[config.mk]
export PLATFORM = sky130hd
export DESIGN_NAME = cw_sequencer
export DESIGN_NICKNAME = d
export VERILOG_FILES = /design/src/rtl/cw_sequencer_pkg.sv /design/src/rtl/cw_mux4.sv /design/src/rtl/cw_sequencer.sv
export SDC_FILE = /design/constraint.sdc
export NUM_CORES = 1
export LEC_CHECK = 0
export CAP_MARGIN = 20
export CORE_ASPECT_RATIO = 1.5
export CORE_MARGIN = 2
export CORE_UTILIZATION = 56
export CTS_CLUSTER_SIZE = 28
export DETAILED_ROUTE_END_ITERATION = 6
export DONT_BUFFER_PORTS = 1
export PLACE_DENSITY_LB_ADDON = 0.05
export SLEW_MARGIN = 5
export SYNTH_ARGS = -nofsm -noshare
export SYNTH_HDL_FRONTEND = slang
export SYNTH_SLANG_ARGS = --single-unit
[constraint.sdc]
create_clock -name clk -period 2.4 [get_ports clk]
set_clock_uncertainty 0.15 [all_clocks]
set_input_delay 0.48 -clock clk [delete_from_list [all_inputs] [get_ports clk]]
set_output_delay 0.48 -clock clk [all_outputs]
set_load 0.005 [all_outputs]
[src/rtl/cw_sequencer_pkg.sv]
// Shared types and constants for the control-word sequencer:
// state encoding, mux select codes and the default fetch/NOP words.
package cw_seq_pkg;

  typedef enum logic [1:0] {
    ST_IDLE  = 2'd0,
    ST_FETCH = 2'd1,
    ST_EXEC  = 2'd2,
    ST_WAIT  = 2'd3
  } state_e;

  localparam logic [1:0] SEL_NOP     = 2'b00;
  localparam logic [1:0] SEL_FETCH   = 2'b01;
  localparam logic [1:0] SEL_EXEC    = 2'b10;
  localparam logic [1:0] SEL_NOP_ALT = 2'b11;

  localparam int          CW_WIDTH_DEF = 47;
  localparam logic [46:0] FETCH_CW_DEF = 47'h2000_1082_0000;
  localparam logic [46:0] NOP_CW_DEF   = 47'h0;

endpackage

[src/rtl/cw_mux4.sv]
// Parametrised-width 4:1 word mux used to pick the datapath control word.
module cw_mux4
  import cw_seq_pkg::*;
#(
  parameter int N = CW_WIDTH_DEF
) (
  input  logic [1:0]   S,
  input  logic [N-1:0] I0,
  input  logic [N-1:0] I1,
  input  logic [N-1:0] I2,
  input  logic [N-1:0] I3,
  output logic [N-1:0] Y
);

  always_comb begin
    Y = I0;
    case (S)
      SEL_NOP:     Y = I0;
      SEL_FETCH:   Y = I1;
      SEL_EXEC:    Y = I2;
      SEL_NOP_ALT: Y = I3;
      default:     Y = I0;
    endcase
  end

endmodule

[src/rtl/cw_sequencer.sv]
// Multi-cycle control-word sequencer: issues the fetch word, then 1..MAX_PHASES
// decoder-supplied execute words per instruction, with stall, flush and retire count.
module cw_sequencer
  import cw_seq_pkg::*;
#(
  parameter int                  CW_WIDTH   = CW_WIDTH_DEF,
  parameter int                  MAX_PHASES = 4,
  parameter int                  PHASE_W    = (MAX_PHASES > 1) ? $clog2(MAX_PHASES) : 1,
  parameter logic [CW_WIDTH-1:0] FETCH_CW   = FETCH_CW_DEF,
  parameter logic [CW_WIDTH-1:0] NOP_CW     = NOP_CW_DEF
) (
  input  logic                clk,
  input  logic                rst_n,
  input  logic                stall,
  input  logic                flush,
  input  logic                instr_valid,
  input  logic [CW_WIDTH-1:0] exec_cw,
  input  logic [PHASE_W:0]    exec_phases,
  output logic [CW_WIDTH-1:0] cw_out,
  output logic [PHASE_W-1:0]  phase_idx,
  output logic                fetch_strobe,
  output logic                instr_done,
  output logic [1:0]          state,
  output logic [15:0]         instr_count
);

  localparam logic [PHASE_W:0]   MAX_P   = (PHASE_W+1)'(MAX_PHASES);
  localparam logic [PHASE_W:0]   ONE_EXT = (PHASE_W+1)'(1);
  localparam logic [PHASE_W-1:0] PH_ONE  = PHASE_W'(1);

  state_e             state_q, state_d;
  logic [PHASE_W-1:0] phase_q, phase_d;
  logic [15:0]        count_q, count_d;
  logic [1:0]         sel;
  logic               done;
  logic               fstrobe;
  logic [PHASE_W:0]   n_eff;
  logic [PHASE_W:0]   phase_next_ext;
  logic               last_phase;

  // Zero phases means one; anything above MAX_PHASES saturates.
  always_comb begin
    n_eff = exec_phases;
    if (exec_phases == '0) begin
      n_eff = ONE_EXT;
    end else if (exec_phases > MAX_P) begin
      n_eff = MAX_P;
    end
  end

  // Using >= lets a shrinking exec_phases retire the instruction immediately.
  assign phase_next_ext = {1'b0, phase_q} + ONE_EXT;
  assign last_phase     = (phase_next_ext >= n_eff);

  always_comb begin
    state_d = state_q;
    phase_d = phase_q;
    count_d = count_q;
    sel     = SEL_NOP;
    done    = 1'b0;
    fstrobe = 1'b0;
    if (flush) begin
      state_d = ST_FETCH;
      phase_d = '0;
    end else if (!stall) begin
      case (state_q)
        ST_IDLE: begin
          state_d = ST_FETCH;
          phase_d = '0;
        end
        ST_FETCH: begin
          sel     = SEL_FETCH;
          fstrobe = 1'b1;
          state_d = ST_EXEC;
          phase_d = '0;
        end
        ST_EXEC, ST_WAIT: begin
          if (!instr_valid) begin
            state_d = ST_WAIT;
          end else begin
            sel     = SEL_EXEC;
            state_d = ST_EXEC;
            if (last_phase) begin
              done    = 1'b1;
              count_d = count_q + 16'd1;
              state_d = ST_FETCH;
              phase_d = '0;
            end else begin
              phase_d = phase_q + PH_ONE;
            end
          end
        end
        default: begin
          state_d = ST_IDLE;
          phase_d = '0;
        end
      endcase
    end
  end

  always_ff @(posedge clk) begin
    if (!rst_n) begin
      state_q <= ST_IDLE;
      phase_q <= '0;
      count_q <= '0;
    end else begin
      state_q <= state_d;
      phase_q <= phase_d;
      count_q <= count_d;
    end
  end

  cw_mux4 #(
    .N(CW_WIDTH)
  ) u_cw_mux (
    .S (sel),
    .I0(NOP_CW),
    .I1(FETCH_CW),
    .I2(exec_cw),
    .I3(NOP_CW),
    .Y (cw_out)
  );

  assign phase_idx    = phase_q;
  assign fetch_strobe = fstrobe;
  assign instr_done   = done;
  assign state        = state_q;
  assign instr_count  = count_q;

endmodule

# Yosys cells after proc, flatten, opt, wreduce, memory -nomap -nowiden
# Index checks and enable logic that the tools add are counted.
# totals
ff_bits,20
# classes
muxes,23
bitwise,3
n_eq_ne,8
add_sub_neg,3
reduce_logical,9
magnitude_cmp,2
# op_table
op,count
one-hot mux 47 bit (3 select lines),1
adder 16 x 1 -> 16 bit (second input constant),1
two-way mux 2 bit,7
two-way mux 1 bit,10
equality test 2 bit (second input constant),4
one-hot mux 2 bit (2 select lines),2
OR reduction 2 bit,4
two-way mux 3 bit,2
one-hot mux 2 bit (3 select lines),1
AND reduction 5 bit,1
equality test 2 x 1 -> 1 bit (second input constant),2
logical NOT 2 bit,2
adder 2 x 1 -> 3 bit (second input constant),1
>= comparator 3 bit,1
greater-than comparator 3 bit (second input constant),1
logical NOT 3 bit,1
inverter 1 bit,3
adder 2 x 1 -> 2 bit (second input constant),1
!= test 2 x 1 -> 1 bit (second input constant),1
!= test 2 bit (second input constant),1
AND reduction 2 bit,1

# Logic depth before layout (Yosys ltp)
# logic_depth
depth_word,9
mapped_depth,9
mapped_depth_nobuf,7

# By module
# Synthesis repeated with hierarchy kept, for this count alone.
# unflattened
hier_cells,191
hier_area_um2,2284.7
# by_module_without_submodules
module,instances,seq_area_each_um2,area_per_inst_um2,cells_each
cw_mux4,1,0.0,1161.1,57
cw_sequencer,1,400.4,1123.6,134

# Worst setup path before layout
# No wires, ideal clock.
# synth_path
path_kind,input-to-output
start,input stall
end,output cw_out[13]
stages,6
required_ps,1770
arrival_ps,1909
path_buffers,2
slack_ps,-139
path_cell_list,or3b_2 or2_2 ha_1 clkbuf_1 clkbuf_1 and2_1
# synth_via
elab_chain_cells,5
elab_cells_between_ends,8
cone_classes,eq/ne: 3; mux: 3; reduce/logical: 2
# synth_rtl
element,line,text
"start, declared",cw_sequencer.sv:14,"input logic stall,"
two-way mux 2 bit *,cw_sequencer.sv:65,end else if (!stall) begin
two-way mux 2 bit *,cw_sequencer.sv:62,if (flush) begin
equality test 2 bit or logical NOT 2 bit (tied branches),cw_mux4.sv:17,case (S)
OR reduction 2 bit (no line),--,
one-hot mux 47 bit (3 select lines) *,cw_mux4.sv:17,
"end, declared",cw_sequencer.sv:19,"output logic [CW_WIDTH-1:0] cw_out,"
# Mark *: on every way between the ends. The rest lies on a longest branch, timed or not.

# Worst setup path after layout
# layout_path
start,"register state_q[0], in the netlist state[0]"
end,output cw_out[28]
# layout_via
elab_chain_cells,8
elab_cells_between_ends,13
cone_classes,eq/ne: 6; mux: 4; reduce/logical: 3
# layout_rtl
element,line,text
"start, declared",cw_sequencer.sv:31,"state_e state_q, state_d;"
"start signal, assigned",cw_sequencer.sv:107,state_q <= state_d;
equality test 2 bit,cw_sequencer.sv:66,case (state_q)
OR reduction 2 bit,cw_sequencer.sv:66,
one-hot mux 2 bit (2 select lines) *,cw_sequencer.sv:66,
two-way mux 2 bit *,cw_sequencer.sv:65,
two-way mux 2 bit *,cw_sequencer.sv:62,
equality test 2 bit or logical NOT 2 bit (tied branches),cw_mux4.sv:17,
OR reduction 2 bit (no line),--,
one-hot mux 47 bit (3 select lines) *,cw_mux4.sv:17,
# Marked as above.

==> impl_metrics.ini <==
[cts]
clock_path_buffers = 2
root_buffer = clkbuf_8
cts_made_buffers = 3
cts_tree = yes
hold_buffers = 0
cts.sinks = 20
path_clk_slew_ps = 70
cts.htree.levels = 1
worstSkewPairLatency_ps = 260

[setup_path]
critPathMaxStageDelay_ps = 380
end_kind = primary output
setup.worst_path.start = state[0]
crit_end = cw_out[28]
crit_chain = or3b_4 -> or2_4 -> ha_4 -> buf_12 -> a21o_1
cpMaxStageDelayCell = or3b_4
r2r_cells = 7
worstSetupPathType = flop to primary output
crit_path_start_kind = flop
crit_path_max_fanout = 10
r2r_end = instr_count[8]
reg2reg_slack_ps = 180
timing.rr.start = phase_idx[1]
cp.arrival_ps = 1780
required_ps = 1770

[die]
die_x_um = 46.4
core_area_um2 = 2620
row_count = 23
ios = 124
die-area_um2 = 3130
die_y_um = 67.6
initial_core_util_pct = 57.6

[timing]
rsz0062_at_grt = yes
worst_hold_slack_ps = 182
max_freq_mhz = 415
slew_headroom_pct = 74.7
worst_pin_slew_ps = 377
setup_viol = 6
min_period_ps = 2410
finalCritPeriodShare_pct = 101
hold_viol_final = 0
layout_setup_ws_ps = -12.5
drv_slew = 0
tns_ps = -18.3

[synthesis]
synth_flop_cell = dfxtp_1
ys_seq_area_share_pct = 26.6
synth_seq_cells = 20
yosys.cell_types.count = 36
async_flop_share_pct = 0
synthesis.nets = 257
synth_area_per_cell_um2 = 7.69
netlist_instances = 196
synth_edf_count = 0
yosys_warnings = 0
syn_area_um2 = 1510

[layout]
fillCellCount = 215
finalInstanceArea_um2 = 1810
drive_gt1_share_pct = 28.6
finish.utilization_pct = 69.0
stdcell_count = 233
syn_to_final_growth_pct = 19.9
nets = 258
antennaDiodeCount = 0

[power_and_ir_drop]
peakVddDrop_mv = 0.299
power.density_nw_per_um2 = 403
totalPowerFinal_mw = 0.728
power_leakage_nw = 0.716

[global_route]
grt_pass1_vias = 1312
grt_usage_pct = 27.7
grt_max_degree = 29
grt_overflow_total = 0
antenna_found_initial = 0
grt_pass1_wl_um = 6200

[routing]
drt_iter0_drc = 35
wl_per_cell_um = 19.3
drc_errors = 0
drt-total-wl_um = 4500
vias = 1459
final_antenna_net_count = 0
dr.pass1.iters = 4
vias_per_cell = 6.26

[placed_design]
pre_cts_slack_ps = -25.2
place.gp.congestion = 0.838
dpl.cell_count = 225
port-buffer-count = 0
hpwl_um = 3280
placed_cell_area_um2 = 1560

[job]
cap_violations = 0

[min_path]
hold_path.class = input port to flop

[status]
status = finished with violations
violations = setup timing
report_power, final:
part           switching, mW  internal, mW  total (mW)
Clock                  0.114         0.223       0.336
Sequential           0.00178         0.334       0.336
Combinational         0.0302        0.0263      0.0565
Total                  0.146         0.583       0.728
layout make-up:
| class | count | area [um^2] | share of cell area, % |
|---|---|---|---|
| clock buffers | 3 | 41.3 | 2.28 |
| clock inverters | 1 | 30.0 | 1.66 |
| repair buffers | 8 | 123 | 6.78 |
| inverters | 6 | 27.5 | 1.52 |
| well taps | 37 | 46.3 | 2.56 |
| multi-input cells | 158 | 1140 | 62.8 |
| flip-flops and latches | 20 | 404 | 22.4 |
worst max-delay path: cells and delay by family, from the launching register on:
kind                       cells  cell delay (ps)
DFF                            1              350
buffers and inverters          1              140
adders and majority gates      1              210
and+or+nand+nor                2              630
AOI/OAI and AO/OA              1              180
logic make-up (layout without fill, tap and decap cells):
| logic type | Yosys count | after routing | synth area share (%) |
|---|---|---|---|
| compound gates | 34 | 34 | 13.3 |
| fa+ha+maj | 6 | 6 | 4.98 |
| buf+inv | 18 | 18 | 5.48 |
| flops | 20 | 20 | 26.6 |
| mux | 7 | 7 | 4.65 |
| simple gates | 111 | 111 | 45.1 |
Yosys cell counts (2+ instances only):
| cell | instances | share of area (%) |
|---|---|---|
| inv_1 | 4 | 1.0 |
| ha_1 | 6 | 5.0 |
| nand3_1 | 4 | 1.3 |
| nor3_1 | 2 | 0.66 |
| and2_1 | 43 | 18 |
| mux2i_1 | 7 | 4.6 |
| a21o_1 | 4 | 2.0 |
| a21oi_1 | 13 | 4.3 |
| nand2_1 | 19 | 4.7 |
| nand4_1 | 4 | 1.7 |
| dfxtp_1 | 20 | 27 |
| o21ai_0 | 8 | 2.7 |
| clkbuf_1 | 8 | 2.0 |
| nor2_1 | 3 | 0.75 |
| a31oi_1 | 2 | 0.83 |
| nor4_1 | 4 | 1.7 |
| or4_1 | 5 | 2.5 |
| o31ai_1 | 5 | 2.5 |
| and4_1 | 4 | 2.3 |
| nand2b_1 | 8 | 3.3 |
| o21a_1 | 2 | 1.0 |
| nor2b_1 | 3 | 1.2 |
| or3_1 | 4 | 1.7 |
| buf_2 | 2 | 0.66 |
flip-flops by register name (all words and copies together), names as in the netlist:
register,cells
state,2
phase_idx,2
instr_count,16
repair_timing:
action | in CTS | in global routing
endpoints found under the setup margin | 47 | 47
pin swaps | 1 | 1
resized for setup | 6 | 39
setup buffers | 3 | 0
cloned | 0 | 1
layer usage:
metal / track usage [%] / routed length, um / vias to the layer above
met3: 8.82 / 477 / 6
met5: 0 / 0 / -
li1: - / - / 686
met1: 30.6 / 1550 / 677
met4: 10.0 / 55 / 0
met2: 47.7 / 2410 / 90
worst min-delay path by stage:
stage                    start              end  slack (ps)  depth (start not counted)
3_3_place_gp   instr_count[15]  instr_count[15]         320                          2
5_1_grt                  rst_n         state[0]         170                          1
6_report                 rst_n         state[0]         180                          1
2_1_floorplan  instr_count[15]  instr_count[15]         310                          2
3_5_place_dp   instr_count[15]  instr_count[15]         340                          2
4_1_cts                  rst_n         state[0]         180                          1
cell usage in the layout (no fill, tap or decap), types with 7 or more instances in the layout:
cell type and count:
nand2_1 19, mux2i_1 7, a21oi_1 12, nand2b_1 8, o21ai_0 8, dfxtp_1 17, and2_4 31, and2_1 12
Power figures use the tool's default switching activity.
